File: src/rtl/sequence_recorder_16x4.sv
// sequence_recorder_16x4
// Records debounced one-hot button presses into a 16 x 4 memory, in the
// order they are pressed. The combinational read port has the same
// address/data shape as the fixed 16x4 sequence ROM, so the compare datapath
// can replay either source.
// Optional build macro: REC_PRELOAD_ROM_EN. When it is defined, reset and
// clear load the fixed 0001,0010,0100,1000 pattern and mark the memory full.
module sequence_recorder_16x4 #(
    parameter int DEBOUNCE_CYCLES = 4,
    parameter int CNT_W           = 16
) (
    input  logic       clock,
    input  logic       reset,
    input  logic       clear,
    input  logic       enable,
    input  logic [3:0] botoes,
    input  logic [3:0] rd_address,
    output logic [3:0] rd_data,
    output logic [4:0] count,
    output logic       full,
    output logic       jogada_valida,
    output logic       jogada_invalida,
    output logic [3:0] last_jogada
);

    typedef enum logic [1:0] {
        WAIT_PRESS     = 2'd0,
        DEBOUNCE_PRESS = 2'd1,
        CAPTURE        = 2'd2,
        WAIT_RELEASE   = 2'd3
    } state_t;

    localparam logic [CNT_W-1:0] DB_LAST = CNT_W'(DEBOUNCE_CYCLES - 1);

`ifdef REC_PRELOAD_ROM_EN
    // Word i holds one-hot(1 << (i mod 4)); word 0 sits in the low nibble.
    localparam logic [63:0] INIT_IMAGE = 64'h8421_8421_8421_8421;
    localparam logic [4:0]  COUNT_INIT = 5'd16;
`else
    localparam logic [63:0] INIT_IMAGE = 64'h0000_0000_0000_0000;
    localparam logic [4:0]  COUNT_INIT = 5'd0;
`endif

    // A press is only stored when exactly one button is down.
    function automatic logic is_onehot(input logic [3:0] v);
        return (v != 4'b0000) && ((v & (v - 4'd1)) == 4'b0000);
    endfunction

    state_t           state_r;
    logic [3:0]       sync1_r;
    logic [3:0]       bsync_r;
    logic [3:0]       cand_r;
    logic [CNT_W-1:0] dbcnt_r;
    logic [4:0]       count_r;
    logic             valida_r;
    logic             invalida_r;
    logic [3:0]       last_r;
    logic [3:0]       mem_r [16];
    logic             wr_en_s;

    // Two-flop synchronizer; every later decision looks at bsync_r only.
    always_ff @(posedge clock or negedge reset) begin
        if (!reset) begin
            sync1_r <= 4'b0000;
            bsync_r <= 4'b0000;
        end else begin
            sync1_r <= botoes;
            bsync_r <= sync1_r;
        end
    end

    // Store strobe: capturing a one-hot candidate with room left and no clear.
    always_comb begin
        wr_en_s = 1'b0;
        if ((state_r == CAPTURE) && !clear && is_onehot(cand_r) && !count_r[4]) begin
            wr_en_s = 1'b1;
        end else begin
            wr_en_s = 1'b0;
        end
    end

    // Press/release debounce FSM with entry count, status pulses and last value.
    always_ff @(posedge clock or negedge reset) begin
        if (!reset) begin
            state_r    <= WAIT_PRESS;
            cand_r     <= 4'b0000;
            dbcnt_r    <= '0;
            count_r    <= COUNT_INIT;
            valida_r   <= 1'b0;
            invalida_r <= 1'b0;
            last_r     <= 4'b0000;
        end else if (clear) begin
            state_r    <= WAIT_PRESS;
            cand_r     <= 4'b0000;
            dbcnt_r    <= '0;
            count_r    <= COUNT_INIT;
            valida_r   <= 1'b0;
            invalida_r <= 1'b0;
        end else begin
            valida_r   <= 1'b0;
            invalida_r <= 1'b0;
            case (state_r)
                WAIT_PRESS: begin
                    if (enable && (bsync_r != 4'b0000)) begin
                        cand_r  <= bsync_r;
                        dbcnt_r <= '0;
                        state_r <= DEBOUNCE_PRESS;
                    end
                end
                DEBOUNCE_PRESS: begin
                    if (bsync_r == cand_r) begin
                        if (dbcnt_r == DB_LAST) begin
                            dbcnt_r <= '0;
                            state_r <= CAPTURE;
                        end else begin
                            dbcnt_r <= dbcnt_r + CNT_W'(1);
                        end
                    end else if (bsync_r == 4'b0000) begin
                        // Released before it settled: treat as a glitch.
                        dbcnt_r <= '0;
                        state_r <= WAIT_PRESS;
                    end else begin
                        // Pattern changed while held: restart on the new value.
                        cand_r  <= bsync_r;
                        dbcnt_r <= '0;
                    end
                end
                CAPTURE: begin
                    if (wr_en_s) begin
                        count_r  <= count_r + 5'd1;
                        last_r   <= cand_r;
                        valida_r <= 1'b1;
                    end else begin
                        invalida_r <= 1'b1;
                    end
                    dbcnt_r <= '0;
                    state_r <= WAIT_RELEASE;
                end
                WAIT_RELEASE: begin
                    // A held button never re-arms; only a settled release does.
                    if (bsync_r != 4'b0000) begin
                        dbcnt_r <= '0;
                    end else if (dbcnt_r == DB_LAST) begin
                        dbcnt_r <= '0;
                        state_r <= WAIT_PRESS;
                    end else begin
                        dbcnt_r <= dbcnt_r + CNT_W'(1);
                    end
                end
                default: begin
                    dbcnt_r <= '0;
                    state_r <= WAIT_PRESS;
                end
            endcase
        end
    end

    // Sequence memory: reset/clear image, otherwise append at the current count.
    always_ff @(posedge clock or negedge reset) begin
        if (!reset) begin
            for (int i = 0; i < 16; i++) begin
                mem_r[i] <= INIT_IMAGE[i*4 +: 4];
            end
        end else if (clear) begin
            for (int i = 0; i < 16; i++) begin
                mem_r[i] <= INIT_IMAGE[i*4 +: 4];
            end
        end else if (wr_en_s) begin
            mem_r[count_r[3:0]] <= cand_r;
        end
    end

    assign rd_data         = mem_r[rd_address];
    assign count           = count_r;
    assign full            = count_r[4];
    assign jogada_valida   = valida_r;
    assign jogada_invalida = invalida_r;
    assign last_jogada     = last_r;

endmodule

File: config.mk
export PLATFORM = sky130hd
export DESIGN_NAME = sequence_recorder_16x4
export DESIGN_NICKNAME = d
export VERILOG_FILES = /design/src/rtl/sequence_recorder_16x4.sv
export SDC_FILE = /design/constraint.sdc
export NUM_CORES = 1
export LEC_CHECK = 0
export ABC_AREA = 1
export ABC_CLOCK_PERIOD_IN_PS = 2100
export BUFFER_PORTS_ARGS = -buffer_cell sky130_fd_sc_hd__clkbuf_2
export CORE_ASPECT_RATIO = 0.8
export CORE_UTILIZATION = 49
export DETAILED_ROUTE_END_ITERATION = 7
export PLACE_DENSITY_LB_ADDON = 0.1
export SETUP_SLACK_MARGIN = 0.15
export SLEW_MARGIN = 20
export SYNTH_ARGS = -nofsm -noshare
export SYNTH_HDL_FRONTEND = slang
export SYNTH_SLANG_ARGS = --single-unit
File: constraint.sdc
create_clock -name clock -period 2.1 [get_ports clock]
set_input_delay 0.42 -clock clock [delete_from_list [all_inputs] [get_ports clock]]
set_output_delay 0.42 -clock clock [all_outputs]
set_load 0.05 [all_outputs]
==> results_dict.tcl, run 1 <==
set metrics [dict create \
    n_antenna_cell 0 \
    via_count 4706 \
    pwr-share-clk_pct 38.0 \
    numPortBuffers 27 \
    wl_met2_um 6071 \
    layoutNonFillerInstCount 837 \
    syn_area_sq_mm 0.005390 \
    swShare_pct 28.22 \
    cp_data_arrival_time_ns 1.52 \
    clkTransAtPathRegs_ns 0.07 \
    grt_max_degree 66 \
    slew_headroom_pct 67.32 \
    synthDistinctLibCells 37 \
    post-synth-top-area-cell "dfrtp_1" \
    reg2reg_slack_ns 0.27 \
    async_flop_share_pct 100.0 \
    cell_internal_pwr_uw 3198 \
    worstSkewPairLatency_ns 0.35 \
    area_delta_synth_final_pct 14.41 \
    antenna_found_initial 0 \
    die-width_um 119.3 \
    cap_violations 0 \
    first_pass_iters 5 \
    r2r-end "mem_r[54]" \
    met1_length_um 6777 \
    fin_setup_tns_ns 0 \
    seqCellArea_sq_mm 0.002628 \
    seq_power_share_pct 48.0 \
    ys_top_cells_by_area "dfrtp_1 (49%), nand2_1 (9.3%), nand3_1 (6.3%), o21ai_0 (5.8%), inv_1 (4.5%)" \
    ys_warn_count 0 \
    fillers 946 \
    worst_hold_slack_ns 0.02383 \
    core_sq_mm 0.01049 \
    drive_above_1_share_pct 16.93 \
    syn_inst 666 \
    drt_iter0_markers 420 \
    powerDensity_mw_per_mm2 722.5 \
    pwr-share-comb_pct 14.0 \
    status "finished clean" \
    place_ws_ns 0.1010 \
    worstSetupPathType "in -> out" \
    start_util_pct 51.40 \
    routed_via_density 5.622 \
    hpwl_um 9659 \
    switchingPower_uw 1258 \
    slew_violations 0 \
    ys_ff_latch 105 \
    period_share_pct 92.39 \
    tightest_slew_ns 0.4902 \
    setup_slack_ns 0.1599 \
    skew_ns 0.007098 \
    rsz0062_at_grt "true" \
    yosysTopAreaCellShare_pct 48.75 \
    synth.most_common_cell "nand2_1" \
    place_inst 818 \
    wl_per_cell_um 16.57 \
    nNetsFinal 709 \
    setup-violations-final 0 \
    endpoint_kind "output pin" \
    synth_edf_count 0 \
    synthTopCellsByCount "nand2_1 (134), dfrtp_1 (105), nand3_1 (68)" \
    fmax_mhz 515.4 \
    clk_path_buf_depth 2 \
    std_cell_rows 33 \
    multi_input_area_sq_mm 0.002412 \
    ant_nets 0 \
    grt_pass1_wl_um 22380 \
    avgSynthCellArea_sq_um 8.093 \
    maxUsedRoutingLayer "met4" \
    p_leak_uw 0.002858 \
    synth_ff_type "dfrtp_1" \
    r2r_start "state_r[0]" \
    io_pins 28 \
    reg2reg_depth 9 \
    synth_fp_nets 683 \
    h-tree-depth 3 \
    critPathMaxFanout 18 \
    clockRootBuffer "clkbuf_16" \
    ctsHoldBuffers 0 \
    dieArea_sq_mm 0.01143 \
    cts_sinks 105 \
    globalplace.congestion 0.9093 \
    routed-wl-met3_um 843 \
    critPathLaunchType "primary input" \
    cts_buffers 9 \
    vdd_drop_max_mv 0.3792 \
    overflow 0 \
    critPathRequiredTime_ns 1.68 \
    grt_pass1_vias 4315 \
    drt-total-wl_um 13870 \
    min_path_type "in -> async" \
    fin_crit_ns 1.940 \
    die_h_um 95.81 \
    drc 0 \
    groute.usage.overall_pct 25.73 \
    hold_viol_final 0 \
    cts_tree "yes" \
    ys_seq_area_share_pct 48.75 \
]
## metal layers
metal | track usage, % | up-vias
met5 | 0 | -
met4 | 7.911 | 0
met3 | 4.206 | 17
met2 | 38.23 | 167
met1 | 38.46 | 2238
li1 | - | 2284
## how the worst max path moves through the flow
stage                             start         end  slack [ns]  depth (start not counted)
after CTS                 rd_address[0]  rd_data[1]        0.12                          7
after detailed placement  rd_address[0]  rd_data[1]        0.10                          7
after floorplan           rd_address[0]  rd_data[0]        0.16                          6
after global routing           mem_r[9]  rd_data[1]        0.09                          7
final                     rd_address[0]  rd_data[1]        0.16                          8
after global placement    rd_address[0]  rd_data[1]       -0.01                          7
## repair_timing
item                       in CTS  in global routing
gates cloned                    0                  2
setup endpoints to repair       4                  8
resized for setup               4                 63
buffers inserted                0                  1
pin swaps                       0                 11
## power groups by stage
stage / Sequential (uW) / Clock, uW / Combinational [uW]
after global routing: 2140 / 1790 / 687
after CTS: 2130 / 1720 / 587
after detailed placement: 2170 / 0 / 584
after global placement: 2170 / 0 / 574
after floorplan: 2210 / 0 / 347
final: 2140 / 1690 / 624
## cells by family (layout without fill, tap and decap cells)
family,Yosys count,in the layout,synth area share [%]
simple gates,291,291,24.30
compound gates,157,157,16.09
flops,105,105,48.75
buf+inv,97,128,7.915
xor+xnor,11,11,1.787
fa+ha+maj,5,5,1.161
## critical path, cell delays in order
cell	delay (ns)
buf_4	0.17
buf_12	0.17
a21oi_1	0.08
o21ai_1	0.12
o21ai_2	0.09
o221ai_2	0.18
nand2_2	0.11
buf_12	0.16
## state kept, by name (all words and copies together), names as in the netlist
name,count
count,5
mem_r,64
bsync_r,4
cand_r,4
jogada_valida,1
jogada_invalida,1
dbcnt_r,16
last_jogada,4
sync1_r,4
state_r,2
## layout make-up
| class | instances | area share [%] |
|---|---|---|
| sequential | 105 | 42.61 |
| timing repair buffer | 42 | 6.330 |
| clock inverter | 6 | 1.055 |
| clock buffer | 10 | 3.713 |
| inverter | 70 | 4.342 |
| tap | 140 | 2.840 |
| multi-input combinational | 464 | 39.12 |
## layout by cell type (no fill, tap or decap), types with 5 or more instances in the layout
| master | instances |
|---|---|
| inv_1 | 53 |
| dfrtp_1 | 105 |
| inv_2 | 15 |
| o21ai_0 | 41 |
| clkbuf_16 | 10 |
| clkbuf_2 | 20 |
| o21ai_1 | 46 |
| buf_12 | 7 |
| nor2_1 | 51 |
| nand3_1 | 68 |
| a21oi_1 | 24 |
| nand2_2 | 20 |
| a21oi_2 | 8 |
| o22ai_1 | 24 |
| buf_4 | 8 |
| nand2_1 | 132 |
| ha_1 | 5 |
| xor2_1 | 7 |
## metrics by stage
| step | util [%] | cell area [sq um] | power [uW] |
|---|---|---|---|
| floorplan | - | 5390 | 2561 |
| global placement | 54.49 | 5714 | 2747 |
| detailed placement | 54.49 | 5714 | 2758 |
| CTS | 57.34 | 6013 | 4445 |
| global route | 58.80 | 6167 | 4624 |
| finish | 58.80 | 6167 | 4456 |
(Power assumes the default switching activity.)
==> inputs of run 2 (changes only) <==
--- a/config.mk
+++ b/config.mk
@@ -6,9 +6,10 @@
 export NUM_CORES = 1
 export LEC_CHECK = 0
 export ABC_AREA = 1
-export ABC_CLOCK_PERIOD_IN_PS = 2100
+export ABC_CLOCK_PERIOD_IN_PS = 1900
 export BUFFER_PORTS_ARGS = -buffer_cell sky130_fd_sc_hd__clkbuf_2
 export CORE_ASPECT_RATIO = 0.8
+export CORE_MARGIN = 1.5
 export CORE_UTILIZATION = 49
 export DETAILED_ROUTE_END_ITERATION = 7
 export PLACE_DENSITY_LB_ADDON = 0.1
==> constraint.sdc (replaced) <==
create_clock -name clock -period 1.9 [get_ports clock]
set_input_delay 0.38 -clock clock [delete_from_list [all_inputs] [get_ports clock]]
set_output_delay 0.38 -clock clock [all_outputs]
set_load 0.05 [all_outputs]
==> results_dict.tcl, run 2 (synthesis results as in run 1) <==
set metrics [dict create \
    status "finished clean" \
    hpwl_um 9658 \
    die_h_um 96.81 \
    cts_tree "yes" \
    setup-violations-final 0 \
    fillers 1001 \
    via_count 4712 \
    cp_data_arrival_time_ns 1.51 \
    groute.usage.overall_pct 24.84 \
    nNetsFinal 716 \
    routed_via_density 5.557 \
    slew_violations 0 \
    min-delay-start "botoes[2]" \
    grt_pass1_wl_um 22630 \
    antenna_found_initial 0 \
    grt_max_degree 69 \
    clk_path_buf_depth 2 \
    n_antenna_cell 0 \
    powerDensity_mw_per_mm2 779.4 \
    grt_pass1_vias 4425 \
    finalPower_uw 4850 \
    skew_ns 0.008687 \
    drive_above_1_share_pct 19.03 \
    vdd_drop_max_mv 0.5161 \
    first_pass_iters 5 \
    worstSetupPathType "reg -> out" \
    tightest_slew_ns 0.4436 \
    fmax_mhz 529.5 \
    mostFrequentLayoutCell "nand2_1" \
    hold_viol_final 0 \
    area_delta_synth_final_pct 15.46 \
    hold_end "sync1_r[2]" \
    critPathMaxFanout 2 \
    numPortBuffers 27 \
    min_path_type "in -> reg" \
    dieArea_sq_mm 0.01164 \
    whs_path_depth 1 \
    period_share_pct 99.39 \
    endpoint_kind "output pin" \
    clockRootBuffer "clkbuf_16" \
    final_cell_mix "nand2_1 (129), dfrtp_1 (101), nand3_1 (68)" \
    cts_sinks 105 \
    slew_headroom_pct 70.32 \
    critPathLaunchType "flop" \
    reg2reg_slack_ns 0.26 \
    cts_buffers 9 \
    rsz0062_at_grt "true" \
    overflow 0 \
    die-width_um 120.3 \
    std_cell_rows 34 \
    reg2reg_depth 6 \
    globalplace.congestion 0.9546 \
    layoutNonFillerInstCount 848 \
    cpPeakStageDelay_ns 0.37 \
    place_inst 828 \
    clkTransAtPathRegs_ns 0.08 \
    wl_per_cell_um 16.20 \
    core_sq_mm 0.01081 \
    start_util_pct 49.88 \
    seqCellArea_sq_mm 0.002633 \
    r2r_start "state_r[1]" \
    critPathRequiredTime_ns 1.52 \
    multi_input_area_sq_mm 0.002437 \
    drt_iter0_markers 386 \
    dpl-instance-area_sq_mm 0.005744 \
    ant_nets 0 \
    drc 0 \
    p_leak_uw 0.002890 \
    io_pins 28 \
    fin_crit_ns 1.888 \
    worstSkewPairLatency_ns 0.35 \
    h-tree-depth 3 \
    final_area_sq_mm 0.006223 \
    r2r-end "dbcnt_r[3]" \
    critPathSlowestCell "dfrtp_1" \
    crit_chain "inv_2, a21oi_2, o21ai_1, nand2_1, o221ai_2, nand2_2, clkbuf_16" \
    cap_violations 0 \
    drt-total-wl_um 13740 \
    largest_reg_flops 64 \
    regMostFlops "mem_r" \
]
==> run 2: cell types whose count changed in the layout (fill, tap and decap cells not counted), moves of 3 or more <==
cell and change:
buf_8 +4, buf_4 +7, o21ai_2 +3, dfrtp_2 +4, nor2_1 -3, dfrtp_1 -4, nand2_1 -3, buf_6 -3
buf_12 -3
==> run 2: worst max-delay path by stage <==
| stage | startpoint | endpoint | cells past startpoint |
|---|---|---|---|
| 4_1_cts | mem_r[37] | rd_data[1] | 7 |
| 6_report | mem_r[26] | rd_data[2] | 7 |
| 5_1_grt | mem_r[41] | rd_data[1] | 7 |
| 2_1_floorplan | rd_address[0] | rd_data[3] | 6 |
| 3_3_place_gp | rd_address[0] | rd_data[0] | 7 |
| 3_5_place_dp | rd_address[0] | rd_data[0] | 7 |
==> run 2: repair_timing <==
| item | in CTS | in global routing |
|---|---|---|
| buffers inserted | 1 | 2 |
| endpoints found under the setup margin | 7 | 73 |
| gates resized for setup | 27 | 48 |
| hold endpoints to repair | 21 | 0 |
| hold buffers | 1 | 0 |
| pin swaps | 5 | 14 |
==> run 2: layout make-up <==
cell class              count  share of cell area [%]
flip-flops and latches    105                   42.30
clock inverters             6                  0.8042
clock buffers              10                   3.679
repair buffers             49                   6.856
multi-input cells         464                   39.16
well taps                 144                   2.895
inverters                  70                   4.302
==> run 2: through the flow <==
step                      utilization (%)   TNS [ns]  setup WS, ns  hold slack, ns
final                               57.60          0       0.01158          0.1290
after global placement              53.16    -0.3773       -0.1097          0.3140
after CTS                           56.68  -0.001813     -0.001813          0.1183
after global routing                57.60    -0.2466       -0.1090          0.1076
after detailed placement            53.16    -0.4658       -0.1430          0.3213
after floorplan                         -          0        0.1564         0.08441
==> run 2: per-layer routing <==
metal	vias up	wire [um]	GRT usage, %
li1	2280	-	-
met2	167	5885	35.34
met5	-	0	0
met3	15	913	7.193
met4	0	153	5.973
met1	2250	6788	37.41
==> run 2: power breakdown <==
group	switching, uW	internal [uW]
combinational	483	230
sequential	77.0	2290
clock	863	906
total	1420	3430
==> run 2: worst max-delay path: cells and delay by family (launching register included) <==
kind	cells	cell delay [ns]
AOI/OAI and AO/OA	3	0.32
buffers and inverters	2	0.26
DFF	1	0.37
and+or+nand+nor	2	0.19
==> inputs of run 3 (changes only) <==
--- a/config.mk
+++ b/config.mk
@@ -12,6 +12,7 @@
 export CORE_MARGIN = 1.5
 export CORE_UTILIZATION = 49
 export DETAILED_ROUTE_END_ITERATION = 7
+export MAX_ROUTING_LAYER = met4
 export PLACE_DENSITY_LB_ADDON = 0.1
 export SETUP_SLACK_MARGIN = 0.15
 export SLEW_MARGIN = 20
==> results_dict.tcl, run 3 (synthesis results as in run 1) <==
set metrics [dict create \
    status "finished clean" \
    hpwl_um 9727 \
    slew_violations 0 \
    wl_per_cell_um 16.17 \
    ant_nets 0 \
    largest_reg_flops 64 \
    grt_pass1_vias 4418 \
    core_sq_mm 0.01081 \
    globalplace.congestion 1.002 \
    powerDensity_mw_per_mm2 788.2 \
    setup-violations-final 0 \
    cts_tree "yes" \
    die-width_um 120.3 \
    worstSetupPathType "reg -> out" \
    cp-endpoint "rd_data[2]" \
    r2r-end "mem_r[30]" \
    clkTransAtPathRegs_ns 0.07 \
    h-tree-depth 3 \
    std_cell_rows 34 \
    cap_violations 0 \
    critPathRequiredTime_ns 1.52 \
    reg2reg_slack_ns 0.26 \
    rsz0062_at_grt "true" \
    final_area_sq_mm 0.006238 \
    final_cell_mix "nand2_1 (128), dfrtp_1 (102), nand3_1 (68)" \
    n_antenna_cell 0 \
    reg2reg_depth 9 \
    grt_max_degree 69 \
    overflow 0 \
    hold_viol_final 0 \
    critPathMaxFanout 2 \
    cts_sinks 105 \
    place_inst 827 \
    r2r_start "cand_r[2]" \
    drive_above_1_share_pct 18.84 \
    worst_hold_slack_ns 0.1236 \
    die_h_um 96.81 \
    routed_via_density 5.556 \
    fin_crit_ns 1.895 \
    numPortBuffers 27 \
    worstSkewPairLatency_ns 0.36 \
    fin_util_pct 57.74 \
    cp_data_arrival_time_ns 1.52 \
    grt_pass1_wl_um 22900 \
    min_path_type "in -> reg" \
    clk_path_buf_depth 2 \
    p_leak_uw 0.002898 \
    tightest_slew_ns 0.4669 \
    cts_buffers 9 \
    fmax_mhz 527.6 \
    dpl-instance-area_sq_mm 0.005737 \
    skew_ns 0.005123 \
    critPathLaunchType "flop" \
    vdd_drop_max_mv 0.6473 \
    dieArea_sq_mm 0.01164 \
    mostFrequentLayoutCell "nand2_1" \
    antenna_found_initial 0 \
    first_pass_iters 5 \
    slew_headroom_pct 68.87 \
    start_util_pct 49.88 \
    io_pins 28 \
    area_delta_synth_final_pct 15.74 \
    nNetsFinal 718 \
    clockRootBuffer "clkbuf_16" \
    endpoint_kind "output pin" \
    period_share_pct 99.75 \
    groute.usage.overall_pct 25.91 \
    drt_iter0_markers 456 \
    layoutNonFillerInstCount 850 \
    drc 0 \
    crit_start "mem_r[62]" \
    drt-total-wl_um 13740 \
    via_count 4723 \
    regMostFlops "mem_r" \
]
-- run 3: timing repair --
item                                    in CTS  in global routing
hold buffers                                 1                  0
endpoints found under the hold margin       31                  0
setup buffers                                3                  3
gates resized for setup                     43                 23
pin swaps                                   12                  2
endpoints found under the setup margin       8                 60
-- run 3: cell type report --
class	instances	area (sq um)
clock inverter	6	61.31
sequential	105	2631
clock buffer	10	239.0
fill	994	4567
tap	144	180.2
multi-input combinational	464	2441
timing repair buffer	51	415.4
inverter	70	270.3
-- run 3: worst min-delay path by stage --
stage / cells past startpoint / to / startpoint
4_1_cts: 1 / sync1_r[1] / botoes[1]
2_1_floorplan: 0 / bsync_r[0] / reset
5_1_grt: 1 / sync1_r[0] / botoes[0]
3_5_place_dp: 0 / bsync_r[1] / sync1_r[1]
6_report: 1 / sync1_r[3] / botoes[3]
3_3_place_gp: 0 / bsync_r[2] / sync1_r[2]
-- run 3: power by group --
part	internal, uW	leakage, uW	total (uW)	switching (uW)
clock network	957	0.000144	1850	897
logic	217	0.00131	697	480
registers	2290	0.00144	2370	75.7
total	3460	0.00290	4920	1450
-- run 3: worst max-delay path, stage by stage, from the launching register on --
cell	delay [ns]
dfrtp_1	0.39
o21ai_0	0.22
nand2_1	0.13
o221ai_2	0.16
nand2_2	0.09
buf_8	0.15
-- run 3: stage by stage --
| step | worst slack, ns | setup TNS, ns | total power, uW |
|---|---|---|---|
| 2_1_floorplan | 0.1564 | 0 | 2834 |
| 3_3_place_gp | -0.1073 | -0.1761 | 3033 |
| 3_5_place_dp | -0.1089 | -0.2496 | 3042 |
| 4_1_cts | 0.003324 | 0 | 4938 |
| 5_1_grt | -0.07018 | -0.2261 | 5142 |
| 6_report | 0.004744 | 0 | 4917 |
-- run 3: metal layers --
layer | share of wire [%] | track usage, % | vias to the layer above
met1 | 48 | 37.60 | 2272
met2 | 44 | 37.41 | 140
met4 | 0.90 | 4.615 | 0
li1 | - | - | 2299
met5 | 0 | - | -
met3 | 6.7 | 6.545 | 12
